### src/rtl/jk_excitation_ctrl.sv
// ---------------------------------------------------------------------------
// jk_excitation_ctrl
//
// Drives the J/K inputs of an external WIDTH-bit bank of positive-edge JK
// flip-flops so that the bank moves from its current state (Q feedback) to a
// requested target. Targets arrive over a valid/ready handshake. After the
// drive edge, Q is checked against the target. On a mismatch the bank is
// re-driven, up to MAX_RETRY extra times, and then the sticky error state is
// entered.
//
// Optional build macro:
//   JK_TOGGLE_EN - use toggle encoding (J = K = T ^ Q) instead of the default
//                  set/reset encoding (J = T & ~Q, K = ~T & Q).
//
// Parameters:
//   WIDTH      - number of JK flip-flops in the driven bank
//   MAX_RETRY  - extra drive attempts after a failed check (1..15)
//
// Ports:
//   clk_i        - clock, rising edge (shared with the JK bank)
//   rst_i        - asynchronous active-high reset
//   tgt_valid_i  - target request valid
//   tgt_ready_o  - controller can accept a target (IDLE / ERR)
//   tgt_data_i   - requested bank state
//   q_i          - feedback from the JK bank outputs
//   j_o, k_o     - excitation to the bank (non-zero only in DRIVE)
//   busy_o       - high in DRIVE and CHECK
//   done_o       - one-cycle pulse after a successful check
//   err_o        - sticky failure flag (high while in ERR)
// ---------------------------------------------------------------------------
module jk_excitation_ctrl #(
  parameter int WIDTH     = 4,
  parameter int MAX_RETRY = 3
) (
  input  logic             clk_i,
  input  logic             rst_i,
  input  logic             tgt_valid_i,
  output logic             tgt_ready_o,
  input  logic [WIDTH-1:0] tgt_data_i,
  input  logic [WIDTH-1:0] q_i,
  output logic [WIDTH-1:0] j_o,
  output logic [WIDTH-1:0] k_o,
  output logic             busy_o,
  output logic             done_o,
  output logic             err_o
);

  typedef enum logic [1:0] {
    ST_IDLE  = 2'd0,
    ST_DRIVE = 2'd1,
    ST_CHECK = 2'd2,
    ST_ERR   = 2'd3
  } state_e;

  localparam logic [3:0] MAX_RETRY_C = 4'(MAX_RETRY);

  state_e           state_q, state_d;
  logic [WIDTH-1:0] target_q, target_d;
  logic [3:0]       retry_q, retry_d;
  logic             done_q, done_d;

  // J excitation for moving each bit from q to t.
  function automatic logic [WIDTH-1:0] excite_j(input logic [WIDTH-1:0] t,
                                                input logic [WIDTH-1:0] q);
`ifdef JK_TOGGLE_EN
    excite_j = t ^ q;
`else
    excite_j = t & ~q;
`endif
  endfunction

  // K excitation for moving each bit from q to t.
  function automatic logic [WIDTH-1:0] excite_k(input logic [WIDTH-1:0] t,
                                                input logic [WIDTH-1:0] q);
`ifdef JK_TOGGLE_EN
    excite_k = t ^ q;
`else
    excite_k = ~t & q;
`endif
  endfunction

  // Next-state logic for the control FSM, target, retry count and done pulse.
  always_comb begin
    state_d  = state_q;
    target_d = target_q;
    retry_d  = retry_q;
    done_d   = 1'b0;
    case (state_q)
      ST_IDLE, ST_ERR: begin
        // Ready is high in both states, so valid alone completes a handshake.
        if (tgt_valid_i) begin
          target_d = tgt_data_i;
          retry_d  = 4'd0;
          state_d  = ST_DRIVE;
        end else begin
          state_d  = state_q;
        end
      end
      ST_DRIVE: begin
        state_d = ST_CHECK;
      end
      ST_CHECK: begin
        if (q_i == target_q) begin
          done_d  = 1'b1;
          state_d = ST_IDLE;
        end else if (retry_q < MAX_RETRY_C) begin
          retry_d = retry_q + 4'd1;
          state_d = ST_DRIVE;
        end else begin
          state_d = ST_ERR;
        end
      end
      default: begin
        state_d = ST_IDLE;
      end
    endcase
  end

  // Control registers with asynchronous reset.
  always_ff @(posedge clk_i or posedge rst_i) begin
    if (rst_i) begin
      state_q  <= ST_IDLE;
      target_q <= '0;
      retry_q  <= 4'd0;
      done_q   <= 1'b0;
    end else begin
      state_q  <= state_d;
      target_q <= target_d;
      retry_q  <= retry_d;
      done_q   <= done_d;
    end
  end

  // Output decode from registered state, target and bank feedback only.
  always_comb begin
    tgt_ready_o = (state_q == ST_IDLE) || (state_q == ST_ERR);
    busy_o      = (state_q == ST_DRIVE) || (state_q == ST_CHECK);
    err_o       = (state_q == ST_ERR);
    done_o      = done_q;
    if (state_q == ST_DRIVE) begin
      // Recomputed from live Q so a retry only drives bits still wrong.
      j_o = excite_j(target_q, q_i);
      k_o = excite_k(target_q, q_i);
    end else begin
      j_o = '0;
      k_o = '0;
    end
  end

endmodule

### config.mk
export PLATFORM = sky130hd
export DESIGN_NAME = jk_excitation_ctrl
export DESIGN_NICKNAME = d
export VERILOG_FILES = /design/src/rtl/jk_excitation_ctrl.sv
export SDC_FILE = /design/constraint.sdc
export NUM_CORES = 1
export LEC_CHECK = 0
export ABC_AREA = 0
export ABC_CLOCK_PERIOD_IN_PS = 2000
export CORE_UTILIZATION = 45
export DETAILED_ROUTE_END_ITERATION = 16
export GPL_TIMING_DRIVEN = 0
export PLACE_DENSITY = 0.81
export SYNTH_ARGS = -nofsm -noshare
export SYNTH_HDL_FRONTEND = slang
export SYNTH_SLANG_ARGS = --single-unit
export TNS_END_PERCENT = 50
### constraint.sdc
create_clock -name clk_i -period 2 [get_ports clk_i]
set_input_delay 0.2 -clock clk_i [delete_from_list [all_inputs] [get_ports clk_i]]
set_output_delay 0.2 -clock clk_i [all_outputs]
set_load 0.02 [all_outputs]
After elaboration in Yosys (flattened, before gate mapping) --
Index checks and enable logic that the tools add are counted.
Operators by class: add/subtract/negate cells 1, multipliers 0, divide/modulo/power cells 0, $lt $le $gt $ge 1, eq/ne operators 7, shift-type cells 0, mux-type cells 12, bitwise operators 4, reductions and logical operators 7
Operator list (number):
- $mux W4 | 5
- $and A4 B4 Y4 | 2
- $not A4 Y4 | 2
- $pmux W4 S2 | 1
- $mux W2 | 3
- $ne A2 B2 Y1 const B | 3
- $pmux W2 S3 | 1
- $add A4 B1 Y4 const B | 1
- $eq A2 B2 Y1 const B | 2
- $eq A4 B4 Y1 | 1
- $lt A4 B2 Y1 const B | 1
- $reduce_and A4 Y1 | 1
- $eq A2 B1 Y1 const B | 1
- $logic_not A2 Y1 | 1
- $logic_or A1 B1 Y1 | 2
- $mux W1 | 2
- $reduce_and A2 Y1 | 1
- $reduce_bool A2 Y1 | 1
- $reduce_or A2 Y1 | 1
Storage, ports and cells: bits in registers 11, latch bits 0, memory bits (writable) 0, bits in read-only memories 0, bits of input ports 11, output and inout bits 12, word-level logic and storage cells 36, memories kept 0

Depth between registers and ports, before layout --
depth after elaboration 4, mapped depth 6, depth with buffers taken out 5

Least setup slack after synthesis --
OpenSTA, ideal clock, no wires.
path type register to register, start point reg state_q[0], end point reg retry_q[0], library setup time 0.126 ns, data arrival time 1.549 ns, required time 1.874 ns, slack 0.325 ns, stages on the path, launching flop included 6, buffers on the path 0, clock period less this slack 1.675 ns, cells stage by stage dfrtp_1 -> inv_1 -> ha_1 -> nand2b_1 -> and3b_1 -> a221o_1
Between the ends: longest elaborated chain between the ends 4, elaborated cells on any way between the ends 10, classes of those cells 5 x eq/ne; 1 x mux; 4 x reduce/logical
RTL lines:
- from (decl) | RTL line 57 | state_e state_q, state_d;
- from (signal assigned) | RTL line 127 | state_q <= state_d;
- $eq A2 B2 Y1 / $logic_not A2 Y1 (equally long branches) | RTL line 88 | case (state_q)
- $reduce_or A2 Y1 | RTL line 88
- $ne A2 B2 Y1 (no source line) / $reduce_bool A2 Y1 (equally long branches)
- $reduce_and A4 Y1 (no source line)
- to (signal assigned) | RTL line 129 | retry_q <= retry_d;
- to (decl) | RTL line 59 | logic [3:0] retry_q, retry_d;
Several ways; a longest one is shown, not always the timed one. A chain may end at the register's enable or synchronous reset.

Worst setup path after layout --
start point reg state_q[1], end point out k_o[0]
Between the ends: longest elaborated chain between the ends 2
RTL lines:
- $eq A2 B1 Y1 | RTL line 140 | if (state_q == ST_DRIVE) begin
- $mux W4 | RTL line 140
- to (decl) | RTL line 42 | output logic [WIDTH-1:0] k_o,
No other way between the ends.

==> flow_metrics.env <==
export IMPL_r2r_start="state_q[0]"
export IMPL_vdd_drop_max_uv=897
export IMPL_synthDistinctLibCells=24
export IMPL_grt_max_degree=12
export IMPL_drv_slew=0
export IMPL_syn_inst=71
export IMPL_arrival_ns=1.69
export IMPL_start_kind="flop"
export IMPL_r2r_cells=5
export IMPL_first_global_vias=581
export IMPL_fin_crit_sh=0.947
export IMPL_synthToLayoutAreaGrowth_pct=37.3
export IMPL_drcViolationCount=0
export IMPL_crit_type="flop to output pin"
export IMPL_reg2reg_slack_ns=0.24
export IMPL_io_pins=23
export IMPL_syn_num_nets=94
export IMPL_cts_inserted_buffers=3
export IMPL_netlist_area_leader_share=0.371
export IMPL_io_buffers=22
export IMPL_yosys_warnings=0
export IMPL_clkSinkCount=11
export IMPL_min_period_ns=1.89
export IMPL_clock_path_buffers=2
export IMPL_synth_flop_cell="dfrtp_1"
export IMPL_tightest_slew_ns=0.397
export IMPL_fin_skew_ns=0.00501
export IMPL_slew_limit_headroom=0.735
export IMPL_status="finished clean"
export IMPL_cts_tree="built"
export IMPL_wl_per_cell_um=11.3
export IMPL_post_dp_cell_area_sq_um=982
export IMPL_yosys_area_top_type="dfrtp_1"
export IMPL_fin_nets=121
export IMPL_fin_setup_tns_ns=0
export IMPL_finalSetupViolations=0
export IMPL_synth_area_sq_um=742
export IMPL_synth_top_cells_by_area="dfrtp_1 (37%), ha_1 (20%), and2_1 (8.4%)"
export IMPL_vias_per_cell=5.29
export IMPL_drv_cap=0
export IMPL_insertion_delay_ns=0.26
export IMPL_fin_area_sq_um=1020
export IMPL_die_h_um=42.6
export IMPL_antenna_found_initial=0
export IMPL_dp_hpwl_um=1030
export IMPL_synth_seq_cells=11
export IMPL_cp_required_ns=1.80
export IMPL_ys_seq_area_frac=0.371
export IMPL_place_inst=109
export IMPL_leakage_uw=0.000517
export IMPL_core_sq_um=1520
export IMPL_clk_pin_slew_ns=0.07
export IMPL_synth_async_reset_ratio=1.00
export IMPL_hold_violations=0
export IMPL_end_kind="output pin"
export IMPL_grtUsageTotal=0.168
export IMPL_yosys_top_cells_count="ha_1 (12), inv_1 (12), dfrtp_1 (11), and2_1 (10), mux2_2 (5)"
export IMPL_whs_ns=0.232
export IMPL_rsz0062_at_grt="no"
export IMPL_drive_gt1_frac=0.124
export IMPL_gr_total_overflow=0
export IMPL_crit_path_max_fanout=10
export IMPL_regToRegEndpoint="retry_q[1]"
export IMPL_rows=14
export IMPL_fillers=114
export IMPL_grt_pass1_wl_um=2350
export IMPL_die_area_sq_um=1820
export IMPL_powerDensity_nw_per_um2=1260
export IMPL_die_w_um=42.6
export IMPL_ant_nets=0
export IMPL_antenna_cells=0
export IMPL_firstDrtPassIters=4
export IMPL_drt_initial_drc_count=4
export IMPL_utilization=0.668
export IMPL_place_congestion=0.709
export IMPL_initial_core_util=0.487
export IMPL_min_path_type="input pin to asynchronous set/reset pin"
export IMPL_postCtsHoldBufs=0
export IMPL_route_vias_total=598
export IMPL_ctsRootBufferMaster="clkbuf_4"
export IMPL_avgSynthCellArea_sq_um=10.5
export IMPL_fmax_ghz=0.528
export IMPL_synth_edf_count=0
export IMPL_htreeDepth=1
export IMPL_postRouteWirelength_um=1280
export IMPL_fin_cells=113
[cell families (layout without fill, tap and decap cells)]
| group | Yosys count | count (layout) | share of synthesized area |
|---|---|---|---|
| AOI/OAI and AO/OA | 7 | 7 | 0.0759 |
| adders and majority gates | 12 | 12 | 0.202 |
| buffers and inverters | 13 | 39 | 0.0658 |
| DFF | 11 | 11 | 0.371 |
| muxes | 6 | 6 | 0.0894 |
| and+or+nand+nor | 22 | 22 | 0.196 |
[layout make-up]
cell class                 count  area, sq um  area share
buffer                         1         3.75     0.00369
clock buffer                   4         26.3      0.0258
inverter                      12         45.0      0.0442
multi-input combinational     47          430       0.423
sequential                    11          275       0.270
tap                           16         20.0      0.0197
timing repair buffer          22          218       0.214
[through the flow]
stage	setup WS, ns	total power [uW]
2_1_floorplan	0.325	862
6_report	0.106	1280
3_5_place_dp	0.0205	1150
3_3_place_gp	0.0662	1120
5_1_grt	0.0232	1400
4_1_cts	0.0421	1280
[worst max path at each step]
stage,start,to,slack [ns]
2_1_floorplan,state_q[0],retry_q[0],0.32
3_3_place_gp,q_i[2],retry_q[1],0.07
3_5_place_dp,q_i[2],retry_q[1],0.02
4_1_cts,state_q[1],k_o[0],0.04
5_1_grt,state_q[1],j_o[0],0.02
6_report,state_q[1],k_o[0],0.11
[power breakdown]
group	switching, uW	total [uW]	internal, uW
registers	63.8	363	299
clock network	70.1	147	77.1
logic	394	772	378
total	528	1280	754
[critical path, stage by stage, from the launching register on]
cell and delay, ns:
dfrtp_1 0.40, inv_1 0.11, ha_4 0.19, and2_1 0.14, clkdlybuf4s50_1 0.59
[cell usage in the layout, fill, tap and decap left out, drive strengths merged]
cell	count
a21oi	1
a221o	1
or3	1
nand3	1
nand4	1
nand3b	1
clkbuf	5
and3b	2
and2	11
o31a	1
inv	12
nand2	1
o311ai	2
o211a	1
nand2b	1
nor2	2
mux2i	1
dlygate4sd2	2
clkdlybuf4s50	20
and4	1
ha	12
o21ai	1
dfrtp	11
mux2	5
[what timing repair did]
action | CTS | global route
setup buffers | 0 | 0
setup endpoints to repair | 10 | 8
pin swaps | 0 | 0
resized for setup | 3 | 1
[flip-flops by register name (all words and copies together), names as in the netlist]
name	count
retry_q	4
target_q	4
state_q	2
done_o	1
[per-layer routing]
metal  track usage  wire length, um  up-vias
met1         0.220              589      276
met4        0.0563               19        0
met3        0.0345               81        4
li1              -                -      293
met5             0                0        -
met2         0.277              589       25
No activity file was read; power rests on OpenSTA's default activity.
